<file path="src/rtl/uart_rx_fifo.sv">
// rtl/uart_rx_fifo.sv - byte FIFO behind a UART receiver with sticky overrun flag
module uart_rx_fifo #(
    parameter int DEPTH  = 16,
    parameter int ADDR_W = 4
) (
    input  logic              clk,
    input  logic              rst,
    input  logic              rx_done,
    input  logic [7:0]        rx_data,
    input  logic              rd_en,
    input  logic              clr_overrun,
    output logic [7:0]        rd_data,
    output logic              rd_valid,
    output logic              empty,
    output logic              full,
    output logic [ADDR_W:0]   count,
    output logic              overrun
);

    localparam logic [ADDR_W:0]   FULL_CNT = (ADDR_W + 1)'(DEPTH);
    localparam logic [ADDR_W:0]   CNT_ONE  = (ADDR_W + 1)'(1);
    localparam logic [ADDR_W-1:0] PTR_ONE  = ADDR_W'(1);

    logic [7:0]        mem [DEPTH];
    logic [ADDR_W-1:0] wr_ptr;
    logic [ADDR_W-1:0] rd_ptr;
    logic              done_q;

    logic              push;
    logic              pop;
    logic              wr_accept;
    logic              overrun_set;
    logic [ADDR_W:0]   count_next;

    // A full FIFO still accepts a byte when a pop frees the slot in the same cycle.
    always_comb begin
        push        = rx_done & ~done_q;
        pop         = rd_en & ~empty;
        wr_accept   = push & (~full | pop);
        overrun_set = push & full & ~pop;
        count_next  = count;
        if (wr_accept && !pop) begin
            count_next = count + CNT_ONE;
        end else if (pop && !wr_accept) begin
            count_next = count - CNT_ONE;
        end
    end

    // Storage is not reset; the read of the old entry and the write of the
    // freed slot can share an index because rd_data takes the pre-edge value.
    always_ff @(posedge clk) begin
        if (wr_accept) begin
            mem[wr_ptr] <= rx_data;
        end
    end

    always_ff @(posedge clk) begin
        if (rst) begin
            wr_ptr   <= '0;
            rd_ptr   <= '0;
            count    <= '0;
            rd_data  <= '0;
            rd_valid <= 1'b0;
            overrun  <= 1'b0;
            empty    <= 1'b1;
            full     <= 1'b0;
            done_q   <= 1'b1;
        end else begin
            done_q   <= rx_done;
            rd_valid <= pop;
            count    <= count_next;
            empty    <= (count_next == '0);
            full     <= (count_next == FULL_CNT);
            if (wr_accept) begin
                wr_ptr <= wr_ptr + PTR_ONE;
            end
            if (pop) begin
                rd_data <= mem[rd_ptr];
                rd_ptr  <= rd_ptr + PTR_ONE;
            end
            if (overrun_set) begin
                overrun <= 1'b1;
            end else if (clr_overrun) begin
                overrun <= 1'b0;
            end
        end
    end

endmodule

</file>
<file path="config.mk">
export PLATFORM = sky130hd
export DESIGN_NAME = uart_rx_fifo
export DESIGN_NICKNAME = d
export VERILOG_FILES = /design/src/rtl/uart_rx_fifo.sv
export SDC_FILE = /design/constraint.sdc
export NUM_CORES = 1
export LEC_CHECK = 0
export ABC_AREA = 1
export CAP_MARGIN = 20
export CORE_MARGIN = 4
export CORE_UTILIZATION = 45
export DETAILED_ROUTE_END_ITERATION = 10
export HOLD_SLACK_MARGIN = 0.15
export SYNTH_ARGS = -nofsm -noshare
export SYNTH_HDL_FRONTEND = slang
export SYNTH_SLANG_ARGS = --single-unit
</file>
<file path="constraint.sdc">
create_clock -name clk -period 3.8 [get_ports clk]
set_clock_uncertainty 0.15 [all_clocks]
set_input_delay 0.57 -clock clk [delete_from_list [all_inputs] [get_ports clk]]
set_output_delay 0.57 -clock clk [all_outputs]
set_load 0.02 [all_outputs]
</file>
# [After elaboration in Yosys (flattened, before gate mapping)]
# Memories as Yosys holds them, arrays and structs flattened. A register that Yosys moved wholly into a read port is not among the register bits.
# Cells that the tools add are included.
[word_totals] ff_bits=18 ram_bits=128 input_bits=13 out_inout_bits=17 wordCells=36 memories=1
[op_classes] addsub=4 eq_ne=1 mux=6 n_bitwise=10 reduce_logical=6
[mem_list] name="mem" words=16 width=8 read_ports=1 rd_ports_with_merged_regs=1 wr=1 line="24" source="logic [7:0] mem [DEPTH];"
[ops] operator="2-to-1 mux 5 bit" count=2
[ops] operator="adder 4 x 1 -> 4 bit (second input constant)" count=2
[ops] operator="adder 5 x 1 -> 5 bit (second input constant)" count=1
[ops] operator="AND 1 bit" count=5
[ops] operator="== test 5 bit (second input constant)" count=1
[ops] operator="zero test 5 bit" count=1
[ops] operator="subtractor 5 x 1 -> 5 bit (second input constant)" count=1
[ops] operator="2-to-1 mux 1 bit" count=4
[ops] operator="inverter 1 bit" count=4
[ops] operator="logical AND 1 bit" count=2
[ops] operator="zero test 1 bit" count=2
[ops] operator="nonzero test 2 bit" count=1
[ops] operator="bitwise OR 1 bit" count=1

# [Logic depth before layout (Yosys ltp)]
# Gate-level depths: netlist of the first run.
[depth] ltp_word=9 ltp_mapped=12 mapped_depth_nobuf=12

# [Worst setup path after synthesis of the first run]
# OpenSTA, ideal clock, no wires.
[synth_timing] path_kind="input -> register" startpoint="in rx_done" endpoint="mem mem[11][0], enable pin" setup_ns=0.370 arrival_ns=1.418 path_slack_ns=1.861 stages=6 cell_sequence="inv_2 > nor2_4 > o21ai_1 > inv_2 > nand3_1 > nor2_1"
[synth_between] elab_chain_len=4
[synth_rtl] element="from (decl)" line="8" source="input logic rx_done,"
[synth_rtl] element="AND 1 bit" line="37" source="push = rx_done & ~done_q;"
[synth_rtl] element="AND 1 bit" line="39" source="wr_accept = push & (~full | pop);"
[synth_rtl] element="2-to-1 mux 1 bit" line="52" source="if (wr_accept) begin"
[synth_rtl] element="2-to-1 mux 1 bit (implied by the code)" line="53" source="mem[wr_ptr] <= rx_data;"
[synth_rtl] element="to (decl)" line="24"
# No other way between the ends.

# [Worst setup path in the final report of the first run]
[layout_timing] startpoint="in rx_done" endpoint="mem mem[0][1], enable pin"
# The elaborated chain is that of the path after synthesis.

==> results of run 1 <==
through the flow:
step | total power (µW) | hold slack (ns) | cell area (µm²) | utilization [%] | setup WS [ns]
2_1_floorplan | 2530 | 0.339 | 6450 | - | 1.86
3_3_place_gp | 2780 | 0.318 | 6810 | 48.9 | 1.01
3_5_place_dp | 2790 | 0.314 | 6810 | 48.9 | 0.918
4_1_cts | 4620 | 0.324 | 7460 | 53.5 | 1.37
5_1_grt | 4800 | 0.366 | 7480 | 53.7 | 1.20
6_report | 4610 | 0.318 | 7480 | 53.7 | 1.34
final cells by class:
class	instances	area, µm²
inverter	33	125
clock buffer	18	429
sequential	154	4370
fill	1180	6450
tap	180	225
timing repair buffer	33	333
clock inverter	13	216
multi-input combinational	401	1790
state kept, by name (all words and copies together) (netlist names):
register / flops
count: 5
done_q: 1
empty: 1
full: 1
mem: 128
overrun: 1
rd_data: 8
rd_ptr: 4
rd_valid: 1
wr_ptr: 4
Yosys cell counts (all sizes together):
master    n
inv      32
clkbuf    4
a21oi    20
nor3      1
nand4     2
a31oi     1
buf      26
dfxtp    26
xor2      2
clkinv    1
edfxtp  128
nor2     46
o21ai    13
ha        7
nor4      1
nand3   109
nand2   199
worst min-delay path, stage by stage, from the launching register on:
cell and delay (ns):
dfxtp_1 0.31, nand2_1 0.06, a21oi_1 0.05
path summary, 6_finish.rpt:
path                  start    endpoint  slack, ns  depth (start not counted)
setup / recovery    rx_done   mem[0][1]       1.34                          7
hold / removal      overrun     overrun       0.32                          2
setup reg to reg  rd_ptr[1]  rd_data[5]       1.48                          7
hold reg to reg     overrun     overrun       0.32                          2
logic make-up (layout without fill, tap and decap cells):
kind of cell             Yosys count  count (layout)  share of synthesized area (%)
flip-flops                       154             154                           67.7
adder cells (fa/ha/maj)            7               7                           1.36
AO/OA/AOI/OAI                     34              34                           2.66
buffers and inverters             63              97                           4.66
XOR/XNOR                           2               2                          0.272
AND/OR/NAND/NOR                  358             358                           23.4
power groups by stage:
stage	Clock [µW]	Combinational [µW]	Sequential [µW]
floorplan	0	527	2000
global placement	0	810	1970
detailed placement	0	820	1970
CTS	1860	825	1930
global route	1930	930	1940
finish	1840	836	1930
layer usage:
layer  track usage, %  vias up  share of wire [%]
met5                0        -                  0
met4             6.68        0                1.1
met3             5.17       14                6.9
met2             29.8      155                 47
met1             27.4     2148                 45
li1                 -     2139                  -
cell usage in the layout (no fill, tap or decap), types with 3 or more instances in the layout:
| master | n |
|---|---|
| inv_2 | 10 |
| clkdlybuf4s50_1 | 29 |
| ha_1 | 7 |
| a21oi_1 | 20 |
| clkbuf_16 | 17 |
| inv_1 | 22 |
| bufinv_16 | 5 |
| dfxtp_1 | 25 |
| buf_4 | 3 |
| nor2_1 | 43 |
| nand3_1 | 108 |
| edfxtp_1 | 128 |
| o21ai_1 | 11 |
| nand2_1 | 198 |
==> out/metrics.cfg, run 1 <==
[detailed_routing]
drt-total-wl_um=15200
dr_total_vias=4456
drt-initial-drc-count=491
wl_per_cell_um=18.2
drcViolationCount=0
detail-route-antenna-nets=0
firstDrtPassIters=5
via_per_inst=5.36

[clock_network]
clk_root_buf=clkbuf_16
tritoncts.num_buffers=17
clock-sinks=154
clock_tree_from_tritoncts=yes
clkSlewWorstSetupHoldPaths_ns=0.06
cts.path.max_buffers=2
cts.repair.resized=0
cts.repair_timing.setup_buffer_count=0
cts_htree_levels=4
ctsHoldBuffers=0
clkLatencyLatePin_ns=0.42

[logic_synthesis]
synth.top_cell.area_share_pct=59.6
ys_seq_area_share_pct=67.7
netlist_instances=618
yosys-top-cells-area=edfxtp_1, nand2_1, nand3_1, dfxtp_1, nor2_1
postSynthAreaPerCell_um2=10.4
synth_fp_nets=638
synth_top_area_cell=edfxtp_1
synth_cell_type_count=26
synth.ff_latch_count=154
synth-warning-count=0
total_standard_cell_area_after_synthesis_mm2=0.00645

[sta]
unrepaired_setup_endpoints_after_global_routing=false
slew_headroom_pct=41.2
hold_viol_final=0
worstMarginPinSlew_ns=0.879
setup_viol_count_final=0
achievable-frequency_mhz=407
finalCritPeriodShare_pct=64.7
time_the_final_worst_path_needs_with_i_o_delays_and_setup_ns=2.46
final.setup.tns_ns=0
finalMaxSlewViolations=0

[grt]
number_of_antenna_violations_at_the_first_check_in_global_routing=0
grt_start_max_net_pins=67
globalRoute.totalOverflow=0
globalRouteTotalUtil_pct=19.6
grt_first_pass_wirelength_um=23800
number_of_global_route_vias_before_repair=4284

[placed_design]
port-buffer-count=29
dp_hpwl_um=9600
dp_cells=800
gp_routability_congestion=0.893

[worst_setup_path]
cp_top_family=simple AND/OR/NAND/NOR gates
worstPathRequired_ns=3.71
critPathLaunchType=input pin
critical-path-max-stage-delay_ns=0.57
critical_path_class=input pin to flip-flop
crit_path_top_delay_cell=nor2_1
timing.critical_path.mode_cell=inv_2
worstPathBufferInverterCount=3
crit_arrival_ns=2.36
worstSetupEndpointType=flip-flop
crit_path_cell_trace=clkdlybuf4s50_1, inv_2, nor2_4, o21ai_1, inv_2, nand2_1, nor2_1
timing.critical_path.fanout_max=8

[outcome]
run_status=completed

[power_and_ir_drop]
vdd.ir_drop.worst_uv=375
combPwrFrac_pct=18.2
power.density_cell_area_mw_per_mm2=616
intPower_uw=3330
power_switching_share_pct=27.8
power_switching_uw=1280
seq_power_share_pct=42.0
clkPwrFrac_pct=39.9
cellLeakagePower_uw=0.00281

[cells_and_area]
antennaDiodeCount=0
flow.area_growth_from_synthesis_pct=16.0
final-instance-count-excl-fill=832
count_of_nets_after_finishing=660
post_route_cells_drive_above_1_share_pct=7.82

[floorplan]
floorplan.die.height_um=128
number_of_rows_in_the_core_area=43
area_of_the_core_region_mm2=0.0139
top_level_ports=30
initial_core_util_pct=46.3
dieArea_mm2=0.0163
die_w_um=128

[job]
max_cap_violations=0

[hold_path]
min_path_type=flip-flop to flip-flop

Power figures use the tool's default switching activity.
==> run 2, diff against run 1 <==
clock period = 2.3 ns   (was 3.8 ns; I/O delays follow)
==> run 2 against run 1 <==
  * Via count rose by 2.5%
  * Critical path depth fell by 6
  * Clock power rose by 34%
  * Count of clock-buffer cells in the layout fell by 1
==> out/metrics.cfg, run 2 (same netlist as run 1, synthesis figures left out) <==
[floorplan]
floorplan.die.height_um=128  ; unchanged
top_level_ports=30  ; unchanged
initial_core_util_pct=46.3  ; unchanged
dieArea_mm2=0.0163  ; unchanged
area_of_the_core_region_mm2=0.0139  ; unchanged
number_of_rows_in_the_core_area=43  ; unchanged
die_w_um=128  ; unchanged

[placed_design]
dp_hpwl_um=9830  ; was 9600 µm
port-buffer-count=29  ; unchanged
dp_cells=832  ; was 800
place_worst_setup_slack_ns=0.0996  ; was 0.918 ns
gp_routability_congestion=0.805  ; was 0.893

[clock_network]
clkLatencyLatePin_ns=0.43  ; was 0.42 ns
clkSlewWorstSetupHoldPaths_ns=0.06  ; about the same
cts.repair.resized=0  ; unchanged
clock_tree_from_tritoncts=yes  ; unchanged
clock-sinks=154  ; unchanged
cts.repair_timing.setup_buffer_count=0  ; unchanged
ctsHoldBuffers=0  ; unchanged
tritoncts.num_buffers=17  ; unchanged
cts_htree_levels=4  ; unchanged
cts.path.max_buffers=2  ; unchanged
clk_root_buf=clkbuf_16  ; unchanged

[sta]
setup_viol_count_final=0  ; unchanged
hold_viol_final=0  ; unchanged
achievable-frequency_mhz=475
unrepaired_setup_endpoints_after_global_routing=false  ; unchanged
final.setup.tns_ns=0  ; unchanged
finalCritPeriodShare_pct=91.6
time_the_final_worst_path_needs_with_i_o_delays_and_setup_ns=2.11
postLayoutSetupSlackWorst_ns=0.194  ; was 1.34 ns
finalMaxSlewViolations=0  ; unchanged
slew_headroom_pct=64.7  ; was 41.2%
worstMarginPinSlew_ns=0.529  ; was 0.879 ns

[worst_setup_path]
worstPathBufferInverterCount=1  ; was 3
critPathLaunchType=flip-flop  ; was input pin
timing.critical_path.fanout_max=9  ; was 8
timing.reg2reg.worst_path_depth=8  ; was 7
worstPathRequired_ns=1.80  ; was 3.71 ns
cp_top_family=buffers and inverters  ; was simple AND/OR/NAND/NOR gates
reg2reg_setup_slack_ns=0.40  ; was 1.48 ns
worstSetupEndpointType=output port  ; was flip-flop
crit_path_top_delay_cell=clkdlybuf4s50_1  ; was nor2_1
crit_arrival_ns=1.61  ; was 2.36 ns
critical-path-max-stage-delay_ns=0.67  ; was 0.57 ns
critical_path_class=flip-flop to output port  ; was input pin to flip-flop
crit_path_cell_trace=clkdlybuf4s50_1  ; was clkdlybuf4s50_1, inv_2, nor2_4, o21ai_1, inv_2, nand2_1, nor2_1
critical_path.reg2reg.endpoint=rd_data[3]  ; was rd_data[5]
worst_r2r_startpoint=rd_ptr[1]  ; unchanged

[hold_path]
hold_start=overrun  ; unchanged
whs_endpoint=overrun  ; unchanged
min_path_type=flip-flop to flip-flop  ; unchanged
timing.hold.worst_path_depth=2  ; unchanged

[cells_and_area]
layout.cells.most_common_list=nand2_1, edfxtp_1, nand3_1  ; unchanged
regMostFlops=mem  ; unchanged
post_route_cells_drive_above_1_share_pct=11.7  ; was 7.82%
reg_top3=mem (128), rd_data (8), count (5)  ; unchanged
final-instance-count-excl-fill=864  ; was 832
most_frequent_standard_cell_in_the_layout_excluding_fill_and_tap_cells=nand2_1  ; unchanged
largest_register_ff_count=128  ; unchanged
multi_input_comb_area_mm2=0.00179  ; unchanged
antennaDiodeCount=0  ; unchanged
filler_cells=1213  ; was 1180
flow.area_growth_from_synthesis_pct=17.7  ; was 16.0%
count_of_nets_after_finishing=691  ; was 660
seq_area_mm2=0.00437  ; unchanged

[outcome]
run_status=completed  ; unchanged

[grt]
grt_first_pass_wirelength_um=23100  ; was 23800 µm
globalRoute.totalOverflow=0  ; unchanged
number_of_global_route_vias_before_repair=4262  ; was 4284
number_of_antenna_violations_at_the_first_check_in_global_routing=0  ; unchanged
grt_start_max_net_pins=49  ; was 67
globalRouteTotalUtil_pct=19.1  ; was 19.6%

[power_and_ir_drop]
power.density_cell_area_mw_per_mm2=928  ; was 616 mW/mm²
vdd.ir_drop.worst_uv=507  ; was 375 µV
final_total_power_uw=7040  ; was 4610 µW
cellLeakagePower_uw=0.00290  ; was 0.00281 µW

[detailed_routing]
drt-initial-drc-count=378  ; was 491
drt-total-wl_um=14800  ; was 15200 µm
firstDrtPassIters=5  ; unchanged
via_per_inst=5.29  ; was 5.36
drcViolationCount=0  ; unchanged
dr_total_vias=4567  ; was 4456
wl_per_cell_um=17.2  ; was 18.2 µm
detail-route-antenna-nets=0  ; unchanged

[job]
max_cap_violations=0  ; unchanged

==> run 2: cell type report <==
type	instances	share of cell area, %
sequential	154	57.5
multi-input combinational	401	23.5
timing repair buffer	64	7.45
clock buffer	17	5.60
tap	180	2.97
inverter	33	1.65
clock inverter	15	1.32
==> run 2: where the power goes <==
part	switching (µW)	total [µW]	internal (µW)
clock	1090	2460	1370
combinational	906	1380	478
sequential	90.2	3200	3110
==> run 2: through the flow <==
stage | utilization (%) | cell area [µm²] | hold WS, ns
after detailed placement | 50.7 | 7070 | 0.318
after CTS | 54.5 | 7590 | 0.326
after global placement | 50.7 | 7070 | 0.307
final | 54.5 | 7590 | 0.321
after global routing | 54.5 | 7590 | 0.367
after floorplan | - | 6450 | 0.292
==> run 2: worst max path at each step <==
stage,from,endpoint,slack [ns],cells after the start
after floorplan,empty,mem[11][0],0.55,5
after global placement,rd_en,mem[2][1],0.11,8
after detailed placement,rd_en,mem[5][3],0.1,8
after CTS,count[2],count[2],0.16,1
after global routing,count[2],count[2],0.12,1
final,count[2],count[2],0.19,1
==> run 2: worst reg2reg max path: stages, from the launching register on <==
cell	delay, ns
dfxtp_1	0.40
clkinv_2	0.46
nand3_1	0.29
nand3_1	0.19
nand2_1	0.13
nand2_1	0.06
nand2_1	0.08
o21ai_1	0.06
inv_1	0.05
==> run 2: layer usage <==
layer | vias to the layer above | share of wire (%) | global-route usage (%)
met1 | 2191 | 42 | 25.4
met4 | 0 | 2.1 | 7.30
li1 | 2207 | - | -
met5 | - | 0 | 0
met3 | 22 | 8.5 | 6.54
met2 | 147 | 47 | 29.1
